--- config.mk ---
export PLATFORM = sky130hd
export DESIGN_NAME = tile_spawner
export DESIGN_NICKNAME = d
export VERILOG_FILES = /design/src/rtl/tile_spawner.sv
export SDC_FILE = /design/constraint.sdc
export NUM_CORES = 1
export LEC_CHECK = 0
export ABC_AREA = 1
export CAP_MARGIN = 20
export CORE_MARGIN = 8
export CORE_UTILIZATION = 45
export DETAILED_ROUTE_END_ITERATION = 10
export PLACE_DENSITY = 0.73
export SLEW_MARGIN = 20
export SYNTH_ARGS = -nofsm -noshare
export SYNTH_HDL_FRONTEND = slang
export SYNTH_SLANG_ARGS = --single-unit
--- constraint.sdc ---
create_clock -name i_clk -period 6 [get_ports i_clk]
set_input_delay 1.2 -clock i_clk [delete_from_list [all_inputs] [get_ports i_clk]]
set_output_delay 1.2 -clock i_clk [all_outputs]
set_load 0.05 [all_outputs]
--- src/rtl/tile_spawner.sv ---
// Places one "2"/"4" tile on the first empty cell, scanning forward from a random start cell.
// Optional macro SPAWN_FOUR_EN enables "4" tiles; without it only "2" tiles spawn.
module tile_spawner #(
    parameter int unsigned N_CELLS     = 16,
    parameter int unsigned EXP_W       = 4,
    parameter int unsigned FOUR_THRESH = 2,
    localparam int unsigned IDX_W      = $clog2(N_CELLS)
) (
    input  logic                     i_clk,
    input  logic                     i_reset,
    input  logic                     i_spawn_req,
    input  logic [N_CELLS*EXP_W-1:0] i_board_in,
    input  logic [IDX_W-1:0]         i_rand_pos,
    input  logic [3:0]               i_rand_val,
    output logic                     o_busy,
    output logic                     o_spawn_done,
    output logic [IDX_W-1:0]         o_spawn_idx,
    output logic [EXP_W-1:0]         o_spawn_exp,
    output logic [N_CELLS*EXP_W-1:0] o_board_out,
    output logic                     o_board_full
);

    typedef enum logic {StIdle, StScan} state_t;

    state_t                     r_state;
    logic [N_CELLS*EXP_W-1:0]   r_board;
    logic [IDX_W-1:0]           r_ptr;
    logic [IDX_W-1:0]           r_cnt;
    logic [EXP_W-1:0]           r_exp_sel;
    logic                       r_busy;
    logic                       r_spawn_done;
    logic                       r_board_full;
    logic [IDX_W-1:0]           r_spawn_idx;
    logic [EXP_W-1:0]           r_spawn_exp;
    logic [N_CELLS*EXP_W-1:0]   r_board_out;

    logic [EXP_W-1:0]           w_cell;
    logic [EXP_W-1:0]           w_exp_sel_new;
    logic [N_CELLS*EXP_W-1:0]   w_board_ins;

`ifdef SPAWN_FOUR_EN
    assign w_exp_sel_new = (32'(i_rand_val) < FOUR_THRESH) ? EXP_W'(2) : EXP_W'(1);
`else
    logic w_unused_rand_val;
    assign w_unused_rand_val = ^i_rand_val;
    assign w_exp_sel_new     = EXP_W'(1);
`endif

    assign w_cell = r_board[r_ptr*EXP_W +: EXP_W];

    // Snapshot with the selected tile dropped into the current scan cell
    always_comb begin
        w_board_ins                        = r_board;
        w_board_ins[r_ptr*EXP_W +: EXP_W]  = r_exp_sel;
    end

    always_ff @(posedge i_clk or posedge i_reset) begin
        if (i_reset) begin
            r_state      <= StIdle;
            r_board      <= '0;
            r_ptr        <= '0;
            r_cnt        <= '0;
            r_exp_sel    <= '0;
            r_busy       <= 1'b0;
            r_spawn_done <= 1'b0;
            r_board_full <= 1'b0;
            r_spawn_idx  <= '0;
            r_spawn_exp  <= '0;
            r_board_out  <= '0;
        end else begin
            r_spawn_done <= 1'b0;
            r_board_full <= 1'b0;
            case (r_state)
                StIdle: begin
                    if (i_spawn_req) begin
                        r_board   <= i_board_in;
                        r_ptr     <= i_rand_pos;
                        r_cnt     <= '0;
                        r_exp_sel <= w_exp_sel_new;
                        r_state   <= StScan;
                        r_busy    <= 1'b1;
                    end
                end
                StScan: begin
                    if (w_cell == '0) begin
                        r_board_out  <= w_board_ins;
                        r_spawn_idx  <= r_ptr;
                        r_spawn_exp  <= r_exp_sel;
                        r_spawn_done <= 1'b1;
                        r_state      <= StIdle;
                        r_busy       <= 1'b0;
                    end else if (r_cnt == IDX_W'(N_CELLS - 1)) begin
                        r_board_full <= 1'b1;
                        r_state      <= StIdle;
                        r_busy       <= 1'b0;
                    end else begin
                        r_ptr <= r_ptr + 1'b1;
                        r_cnt <= r_cnt + 1'b1;
                    end
                end
                default: begin
                    r_state <= StIdle;
                    r_busy  <= 1'b0;
                end
            endcase
        end
    end

    assign o_busy       = r_busy;
    assign o_spawn_done = r_spawn_done;
    assign o_spawn_idx  = r_spawn_idx;
    assign o_spawn_exp  = r_spawn_exp;
    assign o_board_out  = r_board_out;
    assign o_board_full = r_board_full;

endmodule

### Word level (Yosys, flattened, before mapping)

Cells that the tools add are included.

| cells by class | value |
|---|---|
| add/sub/neg operators | 3 |
| equal/unequal tests | 5 |
| shift operators | 3 |
| multiplexer cells | 22 |
| bitwise gates (word level) | 1 |
| reduce and logical (&&, ||, !) cells | 5 |

Operators by type and width:

| operator | count |
|---|---|
| bitwise mux 64 bit | 1 |
| variable shift 4 x 34 -> 64 bit, first input constant | 1 |
| variable part select 4 x 34 -> 64 bit | 1 |
| variable part select 64 x 7 -> 4 bit | 1 |
| negation 6 -> 34 bit | 1 |
| two-way mux 4 bit | 6 |
| case mux 4 bit (2 select lines) | 2 |
| two-way mux 1 bit | 11 |
| adder 4 x 1 -> 4 bit, second input constant | 2 |
| != test 2 bit, second input constant | 3 |
| AND reduction 2 bit | 3 |
| == test 4 bit, second input constant | 1 |
| logical NOT 4 bit | 1 |
| case mux 1 bit (2 select lines) | 2 |
| != test 3 x 1 -> 1 bit, second input constant | 1 |
| AND reduction 3 bit | 1 |
| inverter 1 bit | 1 |

| storage, ports and cells | value |
|---|---|
| register bits | 146 |
| input port bits | 75 |
| output and inout port bits | 75 |
| word-level logic and storage cells | 50 |

### Logic depth before layout (Yosys ltp)

| depth | value |
|---|---|
| depth after elaboration | 4 |
| gate-level depth with buffers | 15 |
| gate-level depth less buffers | 14 |

### Least setup slack after synthesis

Ideal clock, no wire load.

| path | value |
|---|---|
| path kind | input-to-reg |
| start point | input port i_spawn_req |
| end point | register r_board[0] |
| setup time | 125 ps |
| arrival time | 2015 ps |
| data required time | 5875 ps |
| setup slack | 3860 ps |
| stages | 4 |
| path buffers | 2 |
| cells stage by stage | nand2_1 -> buf_2 -> buf_2 -> mux2_2 |

| on the way | value |
|---|---|
| longest elaborated chain between the ends | 1 |

Ends and longest elaborated chain:

| item | RTL line | source |
|---|---|---|
| start: declaration | 11 | `input logic i_spawn_req,` |
| AND reduction 2 bit (no line) | - |  |
| end signal: assignment | 76 | `r_board <= i_board_in;` |
| end: declaration | 26 | `logic [N_CELLS*EXP_W-1:0] r_board;` |

Every way passes these cells.
A chain may end at the register's enable or synchronous reset.

### Worst setup path after layout

| path | value |
|---|---|
| start point | register r_ptr[0] |
| end point | register r_board_out[52], in the netlist o_board_out[52] |

| on the way | value |
|---|---|
| longest elaborated chain between the ends | 3 |
| elaborated cells between the ends (all ways) | 7 |
| classes of those cells | 1 x add/sub; 3 x shift; 1 x mux; 2 x reduce/logical |

Ends and longest elaborated chain:

| item | RTL line | source |
|---|---|---|
| start: declaration | 27 | `logic [IDX_W-1:0] r_ptr;` |
| start signal: assignment | 77 | `r_ptr <= i_rand_pos;` |
| start signal: assignment | 97 | `r_ptr <= r_ptr + 1'b1;` |
| variable part select 64 x 7 -> 4 bit or negation 6 -> 34 bit (tied branches) | 49, 54 |  |
| logical NOT 4 bit, or another cell as far along | 85 | `if (w_cell == '0) begin` |
| AND reduction 2 bit (no line) or bitwise mux 64 bit (tied branches) | - |  |
| end signal: assignment | 86 | `r_board_out <= w_board_ins;` |
| end: declaration | 35 | `logic [N_CELLS*EXP_W-1:0] r_board_out;` |

Several ways; a longest one is shown, not always the timed one.

==> reports/results.txt <==
pwr dens -> 658.3 nW/um2
WL/cell -> 15.95 um
Initial DRC Count -> 287
initial antenna violation count -> 1
clock tree buffer depth -> 2
final-report hold violation count -> 0
placed wire-length estimate -> 11790 um
Worst Hold Path EP -> o_busy$_DFFE_PP0P_
largest net degree at the start of global routing -> 112
ranking of synthesized cells by area -> dfrtp_1, nand2_1, mux2_2
I/O Pins -> 150
diode count -> 0
Die ar. -> 18730 um2
number of remaining DRC errors -> 0
FP Rows -> 44
post-synthesis mux area share -> 10.64%
Finished Layout Cells -> 1032
Seq/Total Area, Yosys -> 55.59%
largest family of logic cells by synthesized area -> simple AND/OR/NAND/NOR gates
critical path's slowest cell -> dfrtp_1
endpoints failing setup -> 0
Initial Util -> 45.57%
grt ovf -> 0
leading area contributor after synthesis -> dfrtp_1
Root Buffer -> clkbuf_16
Clock Latency Late Sink -> 0.42 ns
crit-path max cell delay -> 0.80 ns
Seq cells post-synth -> 146
NumNets Final -> 917
vias -> 5115
worst hold path startpoint -> o_busy$_DFFE_PP0P_
post-CTS setup buffers -> 0
hold path depth -> 2
max-cap check violation count -> 0
Fin Hold WS -> 0.4798 ns
RePlAce Congestion -> 0.8274
crit end category -> flip-flop
Max Clock Skew -> 0.008179 ns
Layout Area Growth over Synthesis -> 31.92%
Worst Tran Pin Value -> 1.142 ns
status -> finished clean
htree depth -> 4
CP Class -> flip-flop to flip-flop
Routed WL -> 16460 um
CP required -> 6.33 ns
CTS clk-pin slew, worst paths -> 0.06 ns
synth warn -> 0
layout cells sized above 1 -> 11.91%
Core Util, Final -> 60.11%
Reg2Reg Depth -> 13
top fanout value on the critical path -> 70
leak pwr -> 4.061 nW
count of buffers from port buffering -> 142
syn_area_per_cell -> 9.389 um2
FF-to-FF End -> o_board_out[52]$_DFFE_PP0P_
max-slew violations -> 0
total track usage -> 18.14%
DRT antenna net count -> 0
Synth cell types -> 28
Via density -> 4.956
most common cell after layout, fill and taps aside -> nand2_1
reg2reg setup slack -> 2.69 ns
Final Cycle Share -> 55.24%
placed insts -> 999
DIE WIDTH -> 136.9 um
adder-cell area share of the yosys netlist -> 1.333%
worst path cell trace -> inv_2 > nand2_1 > nand2_1 > nand2_1 > nand2_1 > nand3_1 > nand2_1 > nand2_2 > nand2_2 > nand2_4 > buf_4 > nand2_1 > o21ai_1
Die Span Y -> 136.9 um
first-pass GRT wire length -> 26040 um
fillers -> 1257
area of the mapped netlist -> 6573 um2
DR pass1 iterations -> 5
CTS tree -> yes
Compound-Gate Fraction of Synth Area -> 7.082%
CORE AREA -> 14420 um2
cts hold-fix bufs -> 0
most used cell, CP -> nand2_1
Worst EP arrival -> 3.64 ns
min Tclk post-route -> 3.314 ns
commonest non-fill, non-tap cells in the layout -> nand2_1, dfrtp_1, clkdlybuf4s50_1
RSZ-0062 raised after global routing -> false
Max Fclk -> 301.7 MHz
Simple-Gate Fraction of Synth Area -> 19.25%
Critical R2R Launch -> r_ptr[0]$_DFFE_PP0P_
final setup TNS -> 0 ns
XOR/XNOR Fraction of Synth Area -> 0.3998%
Worst Hold Class -> flip-flop to flip-flop
crit start category -> flip-flop
number of global-route vias before repair -> 5142
slew margin rel. -> 23.31%
Place WS -> 2.717 ns
Post-Syn Instances -> 700
CTS Sinks -> 146
CTS buffer count -> 17
Worst VDD drop -> 0.0003767 V
number of gates resized after CTS -> 0
PnR worst setup slack -> 2.686 ns
top cell type's share of synthesized area -> 55.59%
cells in the mapped netlist:
library cell / n
nand4_1: 1
buf_6: 7
inv_2: 3
mux2i_1: 8
buf_2: 12
nand2_2: 2
dfrtp_1: 146
nand3_1: 35
o21ai_1: 40
nor2_1: 64
nor3_1: 8
mux2_2: 55
conb_1: 1
o21ai_2: 6
clkbuf_1: 8
ha_1: 7
nand2_4: 1
nand3_2: 1
a21oi_1: 11
xor2_1: 2
o211ai_1: 1
nand2_1: 201
buf_1: 1
nand3b_1: 2
xnor2_1: 1
inv_1: 42
o21ai_0: 30
buf_4: 4
worst max-delay path by stage:
stage                                    start                           to  slack, ns  cells after the start
after CTS                 r_ptr[0]$_DFFE_PP0P_  o_board_out[52]$_DFFE_PP0P_       2.65                     13
final                     r_ptr[0]$_DFFE_PP0P_  o_board_out[52]$_DFFE_PP0P_       2.69                     13
after global placement             i_spawn_req      r_board[18]$_DFFE_PP0P_       2.77                      4
after global routing      r_ptr[0]$_DFFE_PP0P_  o_board_out[52]$_DFFE_PP0P_       2.32                     14
after detailed placement  r_ptr[0]$_DFFE_PP0P_   o_board_out[6]$_DFFE_PP0P_       2.72                     12
after floorplan                        i_reset       o_board_full$_DFF_PP0_       0.88                      1
worst max-delay path, delay by kind of cell (launching register included):
kind / cells / cell delay, ns
flip-flops: 1 / 0.80
AND/OR/NAND/NOR: 10 / 1.28
AO/OA/AOI/OAI: 1 / 0.14
buffers and inverters: 2 / 0.95
metrics by stage:
step,power (mW),instance area [um2]
2_1_floorplan,3.846,6580
4_1_cts,5.751,8643
3_5_place_dp,4.689,8064
3_3_place_gp,4.626,8064
6_report,5.708,8671
5_1_grt,6.098,8671
registers in the layout (all words and copies together), names as in the netlist:
name / cells
o_spawn_idx: 4
r_cnt: 4
r_exp_sel: 1
o_spawn_exp: 1
o_spawn_done: 1
o_board_full: 1
r_board: 64
o_board_out: 64
r_state: 1
o_busy: 1
r_ptr: 4
metal layers:
layer	wire length, um	up-vias	track usage [%]
li1	-	2536	-
met1	6959	2411	22.44
met2	8115	145	29.64
met3	1107	21	6.021
met4	261	2	5.311
met5	14	-	0
area by class of cell:
| class | instances | area, um2 | area share (%) |
|---|---|---|---|
| flip-flops and latches | 146 | 3654 | 42.14 |
| multi-input cells | 479 | 2562 | 29.55 |
| repair buffers | 146 | 1471 | 16.97 |
| clock buffers | 22 | 444.2 | 5.123 |
| well taps | 184 | 230.2 | 2.655 |
| inverters | 45 | 173.9 | 2.006 |
| clock inverters | 10 | 135.1 | 1.558 |
logic make-up after synthesis:
logic type	count (synthesis)
mux	63
compound gates	88
simple gates	315
other cells	1
xor+xnor	3
fa+ha+maj	7
buf+inv	77
flops	146
power breakdown:
part           switching [mW]  leakage [nW]  internal (mW)
clock network           0.395         0.282          0.652
registers               0.331          1.77           1.47
logic                    1.87          2.01          0.991
total                    2.60          4.06           3.11
Note: power is estimated with default switching activity, not from simulation.
